`src/rtl/line_burst_master.sv`:
```
// Single-outstanding burst master: cache-line refills become read bursts and
// writebacks become write bursts. Optional BURST_PROTOCOL_CHECK_EN adds a sticky proto_err output.
package line_burst_master_pkg;
    typedef struct packed {
        logic        arvalid;
        logic [31:0] araddr;
        logic [3:0]  rlen;
        logic        rready;
        logic        awvalid;
        logic [31:0] waddr;
        logic [3:0]  wlen;
        logic        wvalid;
        logic [31:0] wdata;
        logic [3:0]  wstrb;
        logic        wlast;
        logic        bready;
    } bus_query_req_t;

    // rready here acknowledges the read address phase.
    typedef struct packed {
        logic        rready;
        logic        rvalid;
        logic [31:0] rdata;
        logic        rlast;
        logic        awready;
        logic        wready;
        logic        bvalid;
    } bus_query_resp_t;
endpackage

module line_burst_master
    import line_burst_master_pkg::*;
#(
    parameter int LINE_WORDS = 8,
    parameter int IDX_W      = (LINE_WORDS > 1) ? $clog2(LINE_WORDS) : 1
) (
    input  logic                    clk,
    input  logic                    rst_n,
    input  logic                    rd_req_valid,
    input  logic [31:0]             rd_req_addr,
    output logic                    rd_req_ready,
    output logic                    rd_data_valid,
    output logic [31:0]             rd_data,
    output logic [IDX_W-1:0]        rd_data_idx,
    output logic                    rd_data_last,
    input  logic                    wb_req_valid,
    input  logic [31:0]             wb_req_addr,
    input  logic [32*LINE_WORDS-1:0] wb_req_line,
    output logic                    wb_req_ready,
    output logic                    wb_done,
    output logic                    busy,
    output logic [113:0]            bus_req,
    input  logic [37:0]             bus_resp
`ifdef BURST_PROTOCOL_CHECK_EN
    ,
    output logic                    proto_err
`endif
);

    localparam int OFF_BITS = (LINE_WORDS > 1) ? $clog2(LINE_WORDS) + 2 : 2;
    localparam logic [31:0] ALIGN_MASK = ~((32'd1 << OFF_BITS) - 32'd1);
    localparam logic [IDX_W-1:0] LAST_IDX = IDX_W'(LINE_WORDS - 1);

    typedef enum logic [2:0] {
        IDLE    = 3'd0,
        RD_ADDR = 3'd1,
        RD_DATA = 3'd2,
        WR_ADDR = 3'd3,
        WR_DATA = 3'd4,
        WR_RESP = 3'd5
    } state_t;

    state_t                          state_q, state_d;
    logic [IDX_W-1:0]                cnt_q, cnt_d;
    logic [31:0]                     addr_q, addr_d;
    logic [LINE_WORDS-1:0][31:0]     buf_q;
    logic                            rd_valid_q, rd_last_q;
    logic [31:0]                     rd_data_q;
    logic [IDX_W-1:0]                rd_idx_q;

    bus_query_req_t  req_c;
    bus_query_resp_t resp;
    logic            buf_load, rd_beat, wb_done_c;

    assign resp = bus_resp;

    always_comb begin
        state_d      = state_q;
        cnt_d        = cnt_q;
        addr_d       = addr_q;
        req_c        = '0;
        rd_req_ready = 1'b0;
        wb_req_ready = 1'b0;
        wb_done_c    = 1'b0;
        rd_beat      = 1'b0;
        buf_load     = 1'b0;
        case (state_q)
            IDLE: begin
                // Writeback wins so a dirty victim leaves before its refill.
                if (wb_req_valid) begin
                    wb_req_ready = 1'b1;
                    buf_load     = 1'b1;
                    addr_d       = wb_req_addr & ALIGN_MASK;
                    cnt_d        = '0;
                    state_d      = WR_ADDR;
                end else if (rd_req_valid) begin
                    rd_req_ready = 1'b1;
                    addr_d       = rd_req_addr & ALIGN_MASK;
                    cnt_d        = '0;
                    state_d      = RD_ADDR;
                end
            end
            RD_ADDR: begin
                req_c.arvalid = 1'b1;
                req_c.araddr  = addr_q;
                req_c.rlen    = 4'(LINE_WORDS);
                if (resp.rready) state_d = RD_DATA;
            end
            RD_DATA: begin
                req_c.rready = 1'b1;
                if (resp.rvalid) begin
                    rd_beat = 1'b1;
                    cnt_d   = cnt_q + 1'b1;
                    if (cnt_q == LAST_IDX) state_d = IDLE;
                end
            end
            WR_ADDR: begin
                req_c.awvalid = 1'b1;
                req_c.waddr   = addr_q;
                req_c.wlen    = 4'(LINE_WORDS);
                if (resp.awready) state_d = WR_DATA;
            end
            WR_DATA: begin
                req_c.wvalid = 1'b1;
                req_c.wdata  = buf_q[cnt_q];
                req_c.wstrb  = 4'hF;
                req_c.wlast  = (cnt_q == LAST_IDX);
                if (resp.wready) begin
                    cnt_d = cnt_q + 1'b1;
                    if (cnt_q == LAST_IDX) state_d = WR_RESP;
                end
            end
            WR_RESP: begin
                req_c.bready = 1'b1;
                if (resp.bvalid) begin
                    wb_done_c = 1'b1;
                    state_d   = IDLE;
                end
            end
            default: state_d = IDLE;
        endcase
    end

    always_ff @(posedge clk or negedge rst_n) begin
        if (!rst_n) begin
            state_q    <= IDLE;
            cnt_q      <= '0;
            addr_q     <= '0;
            buf_q      <= '0;
            rd_valid_q <= 1'b0;
            rd_last_q  <= 1'b0;
            rd_data_q  <= '0;
            rd_idx_q   <= '0;
        end else begin
            state_q    <= state_d;
            cnt_q      <= cnt_d;
            addr_q     <= addr_d;
            if (buf_load) buf_q <= wb_req_line;
            rd_valid_q <= rd_beat;
            rd_last_q  <= rd_beat & (cnt_q == LAST_IDX);
            if (rd_beat) begin
                rd_data_q <= resp.rdata;
                rd_idx_q  <= cnt_q;
            end
        end
    end

    assign bus_req       = req_c;
    assign rd_data_valid = rd_valid_q;
    assign rd_data       = rd_data_q;
    assign rd_data_idx   = rd_idx_q;
    assign rd_data_last  = rd_last_q;
    assign wb_done       = wb_done_c;
    assign busy          = (state_q != IDLE);

`ifdef BURST_PROTOCOL_CHECK_EN
    logic proto_err_q;
    logic proto_evt;

    assign proto_evt = (resp.rvalid & (state_q != RD_DATA))
                     | (resp.bvalid & (state_q != WR_RESP))
                     | ((state_q == RD_DATA) & resp.rvalid & (resp.rlast != (cnt_q == LAST_IDX)));

    always_ff @(posedge clk or negedge rst_n) begin
        if (!rst_n)         proto_err_q <= 1'b0;
        else if (proto_evt) proto_err_q <= 1'b1;
    end

    assign proto_err = proto_err_q;
`else
    logic unused_rlast;
    assign unused_rlast = resp.rlast;
`endif

endmodule
```
`config.mk`:
```
export PLATFORM = sky130hd
export DESIGN_NAME = line_burst_master
export DESIGN_NICKNAME = d
export VERILOG_FILES = /design/src/rtl/line_burst_master.sv
export SDC_FILE = /design/constraint.sdc
export NUM_CORES = 1
export LEC_CHECK = 0
export ABC_AREA = 1
export CAP_MARGIN = 10
export CORE_MARGIN = 4
export CORE_UTILIZATION = 42
export CTS_CLUSTER_DIAMETER = 60
export DETAILED_ROUTE_END_ITERATION = 7
export GPL_TIMING_DRIVEN = 1
export PLACE_DENSITY = 0.85
export SYNTH_ARGS = -nofsm -noshare
export SYNTH_HDL_FRONTEND = slang
export SYNTH_SLANG_ARGS = --single-unit
```
`constraint.sdc`:
```
create_clock -name clk -period 1.4 [get_ports clk]
set_input_delay 0.28 -clock clk [delete_from_list [all_inputs] [get_ports clk]]
set_output_delay 0.28 -clock clk [all_outputs]
set_load 0.05 [all_outputs]
```
# --- Yosys cells after proc, flatten, opt, wreduce, memory -nomap -nowiden ---
# Index checks and enable logic that the tools add are counted.
word_totals:
  ff_bits: 331
  inputBits: 362
  out_inout_bits: 155
  wordCells: 72
classes:
  addsub: 1
  n_lt_le_gt_ge: 1
  n_eq_ne: 14
  muxes: 33
  n_bitwise: 1
  n_reduce_logical: 7
ops:
  columns: ["cell", "count"]
  rows:
  - ["binary-select mux 32 bit (select 3 bit)", 1]
  - ["two-way mux 32 bit", 3]
  - ["two-way mux 37 bit", 2]
  - ["two-way mux 3 bit", 13]
  - ["two-way mux 38 bit", 1]
  - ["one-hot mux 3 bit (6 select lines)", 1]
  - ["inequality test 2 bit, second input constant", 7]
  - ["two-way mux 1 bit", 11]
  - ["== test 3 bit, second input constant", 3]
  - ["one-hot mux 3 bit (3 select lines)", 1]
  - ["AND reduction 8 bit", 1]
  - ["== test 3 x 2 -> 1 bit, second input constant", 2]
  - ["nonzero test 3 bit", 2]
  - ["< comparator 3 x 4 -> 1 bit, second input constant", 1]
  - ["AND reduction 4 bit", 1]
  - ["adder 3 x 1 -> 3 bit, second input constant", 1]
  - ["== test 3 x 1 -> 1 bit, second input constant", 1]
  - ["zero test 3 bit", 1]
  - ["inequality test 3 bit, second input constant", 1]
  - ["AND reduction 2 bit", 1]
  - ["nonzero test 2 bit", 1]
  - ["bitwise AND 1 bit", 1]

# --- Logic depth before layout (Yosys ltp) ---
# Gate-level depths: netlist of run 1.
logic_depth:
  depth_word: 4
  depth_mapped: 9
  depth_no_buf: 9

# --- Worst setup path before layout of run 1 ---
# Ideal clock, no wire load.
synth_path:
  kind: "register -> output"
  startpoint: "register state_q[1]"
  endpoint: "output bus_req[54]"
  arrival_time_ns: 2.445
  t_required_ns: 1.120
  path_slack_ns: -1.325
  stages_incl_launch_ff: 7
  cell_sequence: "dfrtp_1 -> buf_2 -> nand2_1 -> nor2_1 -> inv_2 -> buf_1 -> nor2_1"
synth_between:
  elab_chain_len: 2
synth_rtl:
  columns: ["item", "line", "text"]
  rows:
  - ["start, declared", "73", "state_t state_q, state_d;"]
  - ["start signal, assigned", "165", "state_q <= state_d;"]
  - ["== test 3 x 2 -> 1 bit", "97", "case (state_q)"]
  - ["two-way mux 37 bit", "97", null]
  - ["end, declared", "52", "output logic [113:0] bus_req,"]
# No other way between the ends.

# --- Worst setup path after layout of run 1 ---
layout_path:
  startpoint: "register cnt_q[0]"
  endpoint: "output bus_req[33]"
layout_between:
  elab_chain_len: 3
layout_rtl:
  columns: ["item", "line", "text"]
  rows:
  - ["start, declared", "74", "logic [IDX_W-1:0] cnt_q, cnt_d;"]
  - ["start signal, assigned", "166", "cnt_q <= cnt_d;"]
  - ["binary-select mux 32 bit (select 3 bit)", "135", "req_c.wdata = buf_q[cnt_q];"]
  - ["two-way mux 32 bit (not written as such)", "135", null]
  - ["two-way mux 38 bit", "97", null]
# No other way between the ends. The select of a mux whose other input is x is not followed.

==> results by group, run 1 <==
Die
  – Core footprint: 36800 um2
  – IO Pins: 517
  – Die area: 40500 um2
  – Initial Util: 0.427
  – Die X: between 200 and 250 um
  – Rows: 70
  – Die Ht: 201 um

Setup path
  – Critical path buffers and inverters: 3
  – Most used cell along the critical path: nor2_1
  – CP delay by family, top: flip-flops
  – Critical path's largest stage delay: 0.52 ns
  – Critical-path maximum fanout: 11
  – Crit path DAT: between 2 and 2.5 ns
  – Crit path kind: flip-flop to output pin
  – Cell Chain, Critical Path: buf_8 > buf_12 > nor2_1 > nor2_1 > o21ai_0 > o21ai_1 > nor2_1 > nor2_4 > buf_12
  – CP Data Required Time: roughly 1.1 ns
  – Startpoint types: flip-flop
  – Crit-path slowest cell: dfrtp_4
  – Crit path capture type: output pin

Placement
  – Post-Place Setup Slack: -0.718 ns
  – PortBufs: between 400 and 500
  – GP Congestion: just over 0.9
  – DP HPWL: between 40 and 50 mm

Status
  – Status: complete, but fails checks
  – Violated checks: negative setup slack

Clocking
  – Clk sinks: 326
  – Htree depth: 2
  – CTS clk-pin slew, worst paths: around 0.060 ns
  – TritonCTS clock tree: yes
  – Root buf cell: clkbuf_16
  – Num CTS Buffers: 38
  – Clock Tree Buf Depth: 3
  – Clk Latency, worst-skew pair: around 0.55 ns

Drt
  – Met3 Wirelength: between 6 and 7 mm
  – Initial DRC Count: approximately 1.9k
  – Final ANT Viol Nets: 0
  – DR pass1 iterations: 8
  – WL/cell: roughly 21 um
  – Routed WL: just under 70 mm
  – Met2 Wirelength: 32.7 mm
  – Metal-1 WL: approximately 26 mm
  – Vias: roughly 17k
  – Top sig layer: met5
  – Mean number of vias per cell: between 5 and 6
  – # DRC: 0

Synthesis
  – Avg Cell Area, Syn: ~7.5 um2
  – Synth area leader: dfrtp_1
  – Sequential area share after synthesis: 0.520
  – Area fraction in compound gates after synthesis: 0.0616
  – Synth warnings: 0
  – Synth Area in Adders: 0.00159
  – Largest family of logic cells by synthesized area: simple AND/OR/NAND/NOR gates
  – Post-synth ARST share: 1.00
  – Post-synth EDFFs: 0
  – Number of synthesized register bits: between 300 and 400
  – Cell area after synthesis: approximately 16000 um2
  – Gate Count Post-Synth: ~2.1k
  – Multiplexer share of the synthesized area: 0.0194
  – Synth cell types: 23
  – Top cells by area, synth: dfrtp_1, nand2_1, nor2_1
  – Post-Synth Simple-Gate Area: 0.331
  – Top-area cell type share of the netlist area: 0.520
  – Xor/xnor cell area share of the yosys netlist: 0
  – Post-synth top flop: dfrtp_1

STA
  – RSZ-0062 raised after global routing: true
  – Final count of hold timing violations: 0
  – Final Skew: around 0.016 ns
  – Pins Over Slew Limit: 0
  – Final Cycle Share: 1.81
  – Final setup margin: -1.13 ns
  – Final Setup Violations: ~460
  – Tmin final: roughly 2.5 ns
  – Setup TNS: -213.73 ns
  – Max Clk Rate: 395 MHz

Layout
  – Fin nets: roughly 3.1k
  – Layout cells sized above 1: 0.279
  – Synth-to-layout area growth: 76.2%

Pwr
  – Leak: 12.9 nW
  – Worst vdd ir: between 1 and 1.5 mV
  – PwrDens: about 2300 nW/um2

Global route
  – Vias in the first global route: approximately 17k
  – Global-route usage over all layers: 0.305
  – First-pass GRT wire length: just under 100 mm
  – Pin count of the biggest net entering global routing: 67
  – Initial antenna violation count: 14
  – Grt ovf: 0

Run
  – MaxCap Viol Count: 0

Min path
  – Hold Path Class: input port to async pin
==> worst reg2reg max path, cell delays in order (launching register included) <==
cell,delay (ns)
dfrtp_4,0.47
buf_8,0.17
buf_12,0.15
ha_4,0.14
ha_2,0.16
inv_2,0.05
buf_4,0.14
nand3_1,0.10
nand2_1,0.12
nor2_4,0.13
nand2_1,0.11
nand2_1,0.09
nand2_1,0.08
==> per-stage QoR <==
step | utilization | cell area, um2 | std cells | power, mW | hold slack (ns)
floorplan | - | 16600 | 2117 | 32.6 | -0.0156
global placement | 0.652 | 24000 | 3072 | 44.6 | 0.163
detailed placement | 0.652 | 24000 | 3072 | 45.4 | 0.163
CTS | 0.716 | 26400 | 3172 | 59.2 | 0.196
global route | 0.752 | 27700 | 3222 | 66.1 | 0.217
finish | 0.752 | 27700 | 3222 | 63.2 | 0.201
==> sequential cells by signal (all words and copies together) (netlist names) <==
| signal | flops |
|---|---|
| rd_data_idx | 3 |
| rd_data | 32 |
| rd_data_valid | 1 |
| addr_q | 27 |
| cnt_q | 3 |
| state_q | 3 |
| rd_data_last | 1 |
| buf_q | 256 |
==> area by class of cell <==
| cell class | count | area (um2) |
|---|---|---|
| Tap cell | 468 | 586 |
| Multi-Input combinational cell | 1592 | 8090 |
| Sequential cell | 326 | 8170 |
| Fill cell | 2333 | 9120 |
| Antenna cell | 13 | 32.5 |
| Clock buffer | 53 | 1160 |
| Clock inverter | 16 | 269 |
| Timing Repair Buffer | 702 | 9000 |
| Timing Repair inverter | 6 | 110 |
| Inverter | 46 | 254 |
==> layer usage <==
metal | GRT usage | up-vias
met4 | 0.139 | 2
met5 | 0 | -
met2 | 0.501 | 1090
met1 | 0.390 | 8380
li1 | - | 7699
met3 | 0.0632 | 240
==> layout by cell type, fill, tap and decap left out, types with 2 or more instances in the layout <==
cell / count
inv_8: 4
diode_2: 13
inv_2: 2
clkbuf_1: 3
nand3_4: 2
buf_4: 106
nand2_1: 868
o21ai_2: 28
clkinvlp_4: 2
dfrtp_1: 320
buf_8: 10
o21ai_1: 105
clkdlybuf4s50_1: 349
clkinv_2: 5
bufinv_16: 7
conb_1: 16
clkbuf_16: 51
nor2_4: 124
buf_12: 189
o21ai_0: 57
nand3_2: 11
buf_6: 31
inv_1: 34
dfrtp_4: 2
mux2_2: 27
nor2_2: 39
nor2_1: 190
clkinv_16: 3
buf_16: 6
nand3_1: 33
nand2_2: 66
nand2_4: 19
inv_12: 2
clkbuf_8: 9
dfrtp_2: 4
clkinv_4: 4
inv_4: 4
==> power by group <==
group | internal (mW) | leakage [nW] | switching, mW
Sequential | 13.9 | 4.05 | 3.49
Clock | 7.09 | 0.705 | 4.15
Combinational | 14.7 | 8.12 | 19.9
==> cell usage after synthesis (all sizes together) (2+ instances only) <==
| cell type | instances |
|---|---|
| nor2 | 354 |
| o21ai | 191 |
| mux2 | 27 |
| buf | 125 |
| ha | 2 |
| nand3 | 46 |
| nand2 | 954 |
| inv | 46 |
| dfrtp | 326 |
| clkbuf | 28 |
==> path summary, 6_finish.rpt <==
check	to	start	slack (ns)	cells after the start
worst max-delay path	bus_req[33]	cnt_q[0]$_DFFE_PN0P_	-1.13	9
worst min-delay path	rd_data[7]$_DFFE_PN0P_	rst_n	0.20	2
worst max register to register	state_q[0]$_DFFE_PN0P_	cnt_q[0]$_DFFE_PN0P_	-0.64	12
worst min register to register	buf_q[71]$_DFFE_PN0P_	buf_q[71]$_DFFE_PN0P_	0.47	2
max in group asynchronous	cnt_q[0]$_DFFE_PN0P_	rst_n	0.51	3
min in group clk	buf_q[27]$_DFFE_PN0P_	wb_req_line[27]	0.27	3
==> what timing repair did <==
action	in CTS	in global routing
setup buffers	22	34
pin swaps	56	116
cloned	8	13
hold endpoints to repair	226	0
endpoints found under the setup margin	452	462
hold buffers	1	0
gates resized for setup	231	259
==> cells by family (layout without fill, tap and decap cells) <==
logic type,count (synthesis),count (layout)
and+or+nand+nor,1356,1356
DFF,326,326
buffers and inverters,199,823
AOI/OAI and AO/OA,191,191
muxes,27,27
adders and majority gates,2,2
other,1,29
Power figures use the tool's default switching activity.
==> inputs of run 2 (changes only) <==
Settings changed: ABC_AREA 1 to not set, CORE_AREA set to 4 4 200 202, CORE_MARGIN 4 to not set, CORE_UTILIZATION 42 to not set, DIE_AREA set to 0 0 204 206, PLACE_DENSITY 0.85 to 0.82, SETUP_SLACK_MARGIN set to 0.15.
==> run 2 against run 1 <==
Net effect: the flow still finishes with violations (negative setup slack); cell count shrank 26%; total power increased by 15%; core utilization increased by 1.1 points; clock power fell by 4%; via count down 27%; routed wire length shrank 5.0%; combinational power up 26%; first-iteration DRC count decreased by 64%; count of clock-buffer cells in the layout increased by 1; sequential power up 5%; synthesized cell count shrank 53%; critical endpoint is now bus_req[7]; largest cell class unchanged.
==> results by group, run 2 <==
Die
  – Die X: around 200 um
  – Die area: 42000 um2
  – IO Pins: 517
  – Initial Util: 0.392
  – Rows: 72
  – Die Ht: a little over 200 um
  – Core footprint: approximately 38000 um2

Min path
  – Hold Path Class: input port to async pin

Setup path
  – Crit path kind: flip-flop to output pin
  – Most used cell along the critical path: clkbuf_16
  – Critical path buffers and inverters: 3
  – Crit path DAT: roughly 2.4 ns
  – Cell Chain, Critical Path: clkbuf_16 > clkbuf_16 > mux4_2 > a22o_4 > buf_12
  – RR Startpoint: state_q[1]$_DFFE_PN0P_
  – Crit-path slowest cell: mux4_2
  – CP Data Required Time: approximately 1.1 ns
  – R2R cell count: 12
  – Critical path's largest stage delay: between 0.5 and 0.6 ns
  – R2r endpoint: buf_q[130]$_DFFE_PN0P_
  – Crit path capture type: output pin
  – R2R setup slack: -0.87 ns
  – Critical-path maximum fanout: 7
  – CP delay by family, top: multiplexers
  – Startpoint types: flip-flop

Clocking
  – Clk Latency, worst-skew pair: approximately 0.56 ns
  – Clock Tree Buf Depth: 3
  – CTS clk-pin slew, worst paths: 0.06 ns
  – Clk sinks: between 300 and 400
  – Num CTS Buffers: 39
  – Htree depth: 2
  – TritonCTS clock tree: yes
  – Root buf cell: clkbuf_16

Layout
  – Most frequent cells in the layout: clkdlybuf4s50_1, dfrtp_1, mux2_4
  – Synth-to-layout area growth: 94.8%
  – Top reg by flops: buf_q
  – Layout cells sized above 1: 0.575
  – Fin util: 0.763
  – Largest register FFs: roughly 260
  – FF/Latch Area: roughly 8200 um2
  – Fin nets: about 2.2k
  – Fillers: about 2.0k
  – Multi-input gate area: 7960 um2
  – Commonest non-fill, non-tap cell in the layout: clkdlybuf4s50_1

Synthesis
  – Top cells by area, synth: dfrtp_1, mux2_2, mux4_2
  – Avg Cell Area, Syn: 15.1 um2
  – Post-synth ARST share: 1.00
  – Top-area cell type share of the netlist area: 0.544
  – Most frequent cell after synthesis: dfrtp_1
  – Post-synth top flop: dfrtp_1
  – Most common library cells after synthesis: dfrtp_1, mux2_2, mux4_2
  – Gate Count Post-Synth: ~1000
  – Cell area after synthesis: about 15000 um2
  – Post-synth EDFFs: 0
  – Synth area leader: dfrtp_1
  – Synth cell types: 28
  – Sequential area share after synthesis: 0.544
  – Synth warnings: 0
  – Number of synthesized register bits: between 300 and 400

Status
  – Violated checks: negative setup slack
  – Status: complete, but fails checks

Global route
  – Grt ovf: 0
  – Pin count of the biggest net entering global routing: between 70 and 80
  – Vias in the first global route: between 10k and 15k
  – Initial antenna violation count: 10
  – First-pass GRT wire length: approximately 89 mm
  – Global-route usage over all layers: 0.282

STA
  – Max Clk Rate: between 300 and 400 MHz
  – Final hold slack: 0.189 ns
  – Setup TNS: -329.15 ns
  – Final Skew: a little over 0.02 ns
  – Final setup margin: -1.26 ns
  – Final Cycle Share: 1.90
  – Tmin final: 2.66 ns
  – Final count of hold timing violations: 0
  – RSZ-0062 raised after global routing: true
  – Pins Over Slew Limit: 0
  – Final Setup Violations: 449

Drt
  – Met3 Wirelength: between 4 and 5 mm
  – Initial DRC Count: 687
  – Routed WL: between 60 and 70 mm
  – Final ANT Viol Nets: 0
  – # DRC: 0
  – Vias: around 13k
  – Top sig layer: met5
  – WL/cell: 27.4 um
  – Met2 Wirelength: 33.6 mm
  – DR pass1 iterations: 5
  – Metal-1 WL: between 20 and 25 mm
  – Mean number of vias per cell: roughly 5.3

Placement
  – Post-Place Setup Slack: -0.681 ns
  – DP HPWL: between 30 and 40 mm
  – GP Congestion: 0.859
  – PortBufs: slightly below 500

Pwr
  – Worst vdd ir: between 1.5 and 2 mV
  – Leak: 13.0 nW
  – PwrDens: 2490 nW/um2

Run
  – MaxCap Viol Count: 0
-- run 2: cell count changes after synthesis, moves of 35 or more --
cell / change
buf_2: -35
inv_1: -37
mux2_2: +266
mux4_2: +64
nand2_1: -947
nand3_1: -45
nor2_1: -317
o21ai_0: -151
o21ai_1: -37
-- run 2: cell type report --
type                       instances  share of cell area
timing repair buffer             865               0.379
antenna                           11            0.000942
clock inverter                    18             0.00732
tap                              518              0.0222
inverter                           4            0.000685
multi-input combinational        583               0.272
sequential                       326               0.279
clock buffer                      54              0.0377
-- run 2: where the power goes --
part           internal, mW  switching, mW  leakage (nW)
clock                  6.30           4.36         0.653
sequential             14.3           4.02          3.84
combinational          26.6           17.0          8.49
-- run 2: stage by stage --
| stage | cell area [um2] | total power, mW | cells |
|---|---|---|---|
| CTS | 28400 | 69.4 | 2315 |
| global placement | 25000 | 51.9 | 2141 |
| finish | 29200 | 72.6 | 2379 |
| global route | 29200 | 75.0 | 2374 |
| floorplan | 17200 | 39.0 | 1010 |
| detailed placement | 25000 | 52.9 | 2141 |
-- run 2: layer usage --
| metal | vias up | global-route usage |
|---|---|---|
| met5 | - | 0 |
| li1 | 5303 | - |
| met4 | 6 | 0.139 |
| met1 | 6550 | 0.327 |
| met3 | 224 | 0.0661 |
| met2 | 643 | 0.495 |
-- run 2: worst max path at each step --
stage	startpoint	endpoint	slack (ns)	cells past startpoint
after floorplan	cnt_q[0]$_DFFE_PN0P_	bus_req[29]	-0.42	5
after global placement	cnt_q[0]$_DFFE_PN0P_	bus_req[15]	-0.65	5
after detailed placement	cnt_q[0]$_DFFE_PN0P_	bus_req[29]	-0.68	5
after CTS	cnt_q[0]$_DFFE_PN0P_	bus_req[23]	-1.25	5
after global routing	cnt_q[0]$_DFFE_PN0P_	bus_req[7]	-1.30	5
final	cnt_q[0]$_DFFE_PN0P_	bus_req[7]	-1.26	5
-- run 2: logic make-up after synthesis --
logic type,count (synthesis),share of synthesized area
other,1,0.000250
buffers and inverters,101,0.0475
flip-flops,326,0.544
adder cells (fa/ha/maj),2,0.00167
AND/OR/NAND/NOR,109,0.0395
AO/OA/AOI/OAI,70,0.0321
multiplexers,386,0.335
-- run 2: repair_timing --
item                       4_1_cts  5_1_grt
setup endpoints to repair      465      465
gates resized for setup        134       80
hold endpoints to repair       306        0
cloned                          31        5
hold buffers                     1        0
pin swaps                       12       31
setup buffers                   70       48
==> inputs of run 3 (changes only) <==
Settings changed: CAP_MARGIN 10 to not set.
==> results of run 3 <==
No change in the layout: final DEF, timing and power equal those of run 2.
